**src/rtl/dispatch_controller_pkg.sv**
```systemverilog
// rtl/dispatch_controller_pkg.sv - shared station encoding and sizing for the dispatch controller
package dispatch_controller_pkg;

    typedef enum logic [1:0] {
        ST_ALU    = 2'b00,
        ST_LSU    = 2'b01,
        ST_BRANCH = 2'b10,
        ST_UPPER  = 2'b11
    } station_e;

    typedef enum logic {
        S_EMPTY = 1'b0,
        S_HOLD  = 1'b1
    } state_e;

    localparam int RS_DEPTH  = 4;
    localparam int ROB_DEPTH = 8;
    localparam int TAG_W     = $clog2(ROB_DEPTH);

endpackage

```
**src/rtl/dispatch_controller_credit.sv**
```systemverilog
// rtl/dispatch_controller_credit.sv - saturating per-station free-entry counter with flush reload
module station_credit #(
    parameter  int DEPTH = 4,
    localparam int CW    = $clog2(DEPTH + 1)
) (
    input  logic clk,
    input  logic reset,
    input  logic flush,
    input  logic take,
    input  logic give,
    output logic avail
);

    localparam logic [CW:0] FULL = (CW + 1)'(DEPTH);

    logic [CW-1:0] credit;
    logic [CW:0]   sum;

    // take is only ever asserted while avail is high, so sum cannot underflow
    always_comb begin
        sum = {1'b0, credit} + {{CW{1'b0}}, give} - {{CW{1'b0}}, take};
    end

    always_ff @(posedge clk or posedge reset) begin
        if (reset) begin
            credit <= FULL[CW-1:0];
        end else if (flush) begin
            credit <= FULL[CW-1:0];
        end else if (sum > FULL) begin
            credit <= FULL[CW-1:0];
        end else begin
            credit <= sum[CW-1:0];
        end
    end

    assign avail = (credit != '0);

endmodule

```
**src/rtl/dispatch_controller.sv**
```systemverilog
// rtl/dispatch_controller.sv - single-entry dispatch stage gating on station credit and ROB space
module dispatch_controller #(
    parameter  int RS_DEPTH  = dispatch_controller_pkg::RS_DEPTH,
    parameter  int ROB_DEPTH = dispatch_controller_pkg::ROB_DEPTH,
    localparam int TAG_W     = $clog2(ROB_DEPTH)
) (
    input  logic             clk,
    input  logic             reset,
    input  logic             inValid,
    input  logic [1:0]       inStation,
    input  logic             inRegWrite,
    output logic             inReady,
    input  logic [3:0]       rsRelease,
    input  logic             robCommit,
    input  logic             flush,
    output logic [3:0]       dispValid,
    output logic [TAG_W-1:0] dispTag,
    output logic             dispRegWrite,
    output logic [TAG_W:0]   robCount
);

    import dispatch_controller_pkg::*;

    localparam logic [TAG_W:0] ROB_FULL = (TAG_W + 1)'(ROB_DEPTH);

    state_e           state;
    station_e         held_station;
    logic             held_reg_write;
    logic [TAG_W-1:0] tail;
    logic [TAG_W:0]   rob_count;
    logic [3:0]       avail;

    logic go;
    logic fire;
    logic accept;
    logic commit;

    // go depends only on registered state; same-cycle releases and commits cannot help it
    assign go     = (state == S_HOLD) && avail[held_station] && (rob_count < ROB_FULL);
    assign fire   = go && !flush;
    assign inReady = !flush && ((state == S_EMPTY) || go);
    assign accept = inValid && inReady;
    assign commit = robCommit && (rob_count != '0);

    assign dispValid    = fire ? (4'b0001 << held_station) : 4'b0000;
    assign dispTag      = tail;
    assign dispRegWrite = held_reg_write;
    assign robCount     = rob_count;

    always_ff @(posedge clk or posedge reset) begin
        if (reset) begin
            state          <= S_EMPTY;
            held_station   <= ST_ALU;
            held_reg_write <= 1'b0;
            tail           <= '0;
            rob_count      <= '0;
        end else if (flush) begin
            state          <= S_EMPTY;
            tail           <= '0;
            rob_count      <= '0;
        end else begin
            if (accept) begin
                state          <= S_HOLD;
                held_station   <= station_e'(inStation);
                held_reg_write <= inRegWrite;
            end else if (fire) begin
                state <= S_EMPTY;
            end
            tail      <= tail + TAG_W'(fire);
            rob_count <= rob_count + (TAG_W + 1)'(fire) - (TAG_W + 1)'(commit);
        end
    end

    for (genvar i = 0; i < 4; i++) begin : g_credit
        station_credit #(
            .DEPTH(RS_DEPTH)
        ) u_credit (
            .clk   (clk),
            .reset (reset),
            .flush (flush),
            .take  (fire && (held_station == station_e'(i))),
            .give  (rsRelease[i]),
            .avail (avail[i])
        );
    end

endmodule

```
**config.mk**
```make
export PLATFORM = sky130hd
export DESIGN_NAME = dispatch_controller
export DESIGN_NICKNAME = d
export VERILOG_FILES = /design/src/rtl/dispatch_controller_pkg.sv /design/src/rtl/dispatch_controller_credit.sv /design/src/rtl/dispatch_controller.sv
export SDC_FILE = /design/constraint.sdc
export NUM_CORES = 1
export LEC_CHECK = 0
export CORE_MARGIN = 2
export CORE_UTILIZATION = 53
export CTS_CLUSTER_SIZE = 8
export DETAILED_ROUTE_END_ITERATION = 10
export PLACE_DENSITY_LB_ADDON = 0.05
export SLEW_MARGIN = 20
export SYNTH_ARGS = -nofsm -noshare
export SYNTH_HDL_FRONTEND = slang
export SYNTH_SLANG_ARGS = --single-unit
```
**constraint.sdc**
```tcl
create_clock -name clk -period 3.5 [get_ports clk]
set_input_delay 0.7 -clock clk [delete_from_list [all_inputs] [get_ports clk]]
set_output_delay 0.7 -clock clk [all_outputs]
set_load 0.03 [all_outputs]
```
==> results.toml <==
[routing]
first_iter_violations = 18
firstDrtPassIters = 4
wl_per_cell_microns = 13.5
vias_per_cell = 5.33
postRouteAntennaNets = 0
vias = 1113
wl_microns = 2830
drc = 0

[clock_tree]
cts.sinks = 23
cts_setup_buffers = 0
cts_buffer_depth = 2
clkTransAtPathRegs_ps = 140
h-tree-depth = 1
clk_latency_ps = 310
ctsResizeCount = 0
cts_buffers = 3
root_buffer = "clkbuf_4"
cts_hold_buf = 0
cts_tree = "yes"

[critical_path]
crit_path_start_kind = "flop"
path_max_fanout = 7
cp-end-kind = "flop"
worstSetupPathType = "flop to flop"
arrival_ps = 3310
reg2regPathDepth = 11
critPathRequiredTime_ps = 3750

[sta]
drv_slew = 0
period_share_pct = 87.2
timing.fmax_mhz = 328
clock_skew_ps = 11.5
fin_setup_tns_ps = 0
worstMarginPinSlew_ps = 907
setup_viol_count_final = 0
fin_crit_ps = 3050
rsz0062_at_grt = "no"
slew_headroom_pct = 39.5
finalHoldViolCount = 0

[die]
initial_core_util_pct = 56.3
dieArea_sq_um = 3410
die_h_microns = 58.4
num_io_pins = 25
coreArea_sq_um = 2780
dieWidth_microns = 58.4
row_count = 19

[global_route]
antenna_found_initial = 0
grt_pass1_vias = 1234
grt.overflow.total = 0
grt_pass1_wl_microns = 5240
grt_max_degree = 24
grt.total_usage_pct = 20.2

[synthesis]
synth.distinct_cells = 27
syn_inst = 151
seq_area_frac_synth_pct = 37.1
ys_warn_count = 0
ys_ff_latch = 23
syn_nets = 191
syn_avg_cell_area_sq_um = 10.4
syn-cell-area_sq_um = 1570

[power_and_ir_drop]
p_leak_nw = 0.916
ir_drop_uv = 356
power.density_nw_per_um2 = 438

[final_layout]
antenna_cells = 0
fin_util_pct = 66.9
nets = 219
drive_gt1_share_pct = 10.7
syn_to_final_growth_pct = 18.9

[place]
place_congestion = 0.839
dp_hpwl_microns = 2230
io_buffers = 24

[hold_path]
whs_path_depth = 1
hold_path_class = "flop to flop"

[flow_run]
cap_violations = 0

[status]
status = "finished, final reports clean"
[worst max-delay path: stages (launching register included)]
cell and delay [ps]:
dfrtp_1 510, inv_1 130, a31oi_1 360, o2111ai_2 260
nor3_1 340, ha_1 210, inv_1 70, ha_1 270
a21o_1 180, a21oi_1 180, xnor2_1 120, or3_1 360
[synth_stat cells, drive strengths merged]
master | instances | area (sq um)
fa | 5 | 100
nor4 | 5 | 31.3
xor2 | 4 | 35.0
a311oi | 1 | 15.0
or3 | 4 | 25.0
o2111ai | 1 | 15.0
nor2b | 5 | 31.3
o21ai | 1 | 5.00
mux2 | 3 | 33.8
dfstp | 4 | 105
a31oi | 1 | 6.26
a21oi | 5 | 25.0
dfrtp | 19 | 475
nor2 | 7 | 26.3
ha | 23 | 288
a21o | 5 | 37.5
buf | 1 | 3.75
a21boi | 1 | 7.51
clkbuf | 1 | 3.75
nor3 | 5 | 25.0
o221ai | 1 | 15.0
xnor2 | 7 | 61.3
nor4b | 5 | 50.0
o22ai | 1 | 6.26
inv | 35 | 131
o21a | 1 | 7.51
[layer usage]
metal | track usage, % | wire length (microns) | vias to the layer above
met5 | 0 | 0 | -
met4 | 7.31 | 27 | 0
met3 | 3.08 | 144 | 4
met2 | 34.7 | 1360 | 21
met1 | 25.8 | 1300 | 530
li1 | - | - | 558
[worst paths after layout]
kind	start	slack [ps]	end
setup / recovery	held_station[1]$_DFFE_PP0P_	450	g_credit[0].u_credit.credit[2]$_DFF_PP1_
hold / removal	dispRegWrite$_DFFE_PP0P_	530	dispRegWrite$_DFFE_PP0P_
setup reg to reg	held_station[1]$_DFFE_PP0P_	450	g_credit[0].u_credit.credit[2]$_DFF_PP1_
hold reg to reg	dispRegWrite$_DFFE_PP0P_	530	dispRegWrite$_DFFE_PP0P_
max in group asynchronous	reset	2070	dispTag[1]$_DFF_PP0_
min in group asynchronous	reset	870	held_station[0]$_DFFE_PP0P_
[power by group]
group | total (mW) | internal, mW | switching, mW
Sequential | 0.334 | 0.302 | 0.0326
Combinational | 0.355 | 0.164 | 0.191
Clock | 0.127 | 0.0445 | 0.0820
[logic make-up (layout without fill, tap and decap cells)]
group / Yosys count / in the layout / synth area share, %
AO/OA/AOI/OAI: 18 / 18 / 8.95
XOR/XNOR: 11 / 11 / 6.15
adder cells (fa/ha/maj): 28 / 28 / 24.8
buffers and inverters: 37 / 64 / 8.87
flip-flops: 23 / 23 / 37.1
multiplexers: 3 / 3 / 2.16
AND/OR/NAND/NOR: 31 / 31 / 12.1
[area by class of cell]
type	instances	area [sq um]
clock buffer	4	26.3
timing repair buffer	25	238
fill	233	920
sequential	23	581
multi-input combinational	91	847
inverter	35	131
tap	31	38.8
[state kept, by name, indices dropped and copies added, names as in the netlist]
name,flops
held_station,2
g_credit.u_credit.credit,12
robCount,4
state,1
dispTag,3
dispRegWrite,1
[layout by cell type, fill, tap and decap left out, types with 3 or more instances in the layout]
master / count
ha_1: 23
nor2b_1: 5
nor2_1: 7
dfstp_2: 4
or3_1: 4
dfrtp_1: 19
a21oi_1: 5
mux2_2: 3
inv_1: 35
buf_4: 5
nor4_1: 5
a21o_1: 5
clkbuf_4: 3
clkdlybuf4s50_1: 20
nor3_1: 5
nor4b_1: 4
xor2_1: 4
xnor2_1: 7
fa_1: 5
[stage by stage]
stage          setup WS (ps)  instances  instance area (sq um)  hold slack, ps  power [mW]
2_1_floorplan            206        151                   1570             589       0.587
3_3_place_gp             352        205                   1840             493       0.688
3_5_place_dp             268        205                   1840             499       0.699
4_1_cts                  410        209                   1860             534       0.828
5_1_grt                 87.8        209                   1860             558       0.886
6_report                 448        209                   1860             525       0.816
No activity file was read; power rests on OpenSTA's default activity.
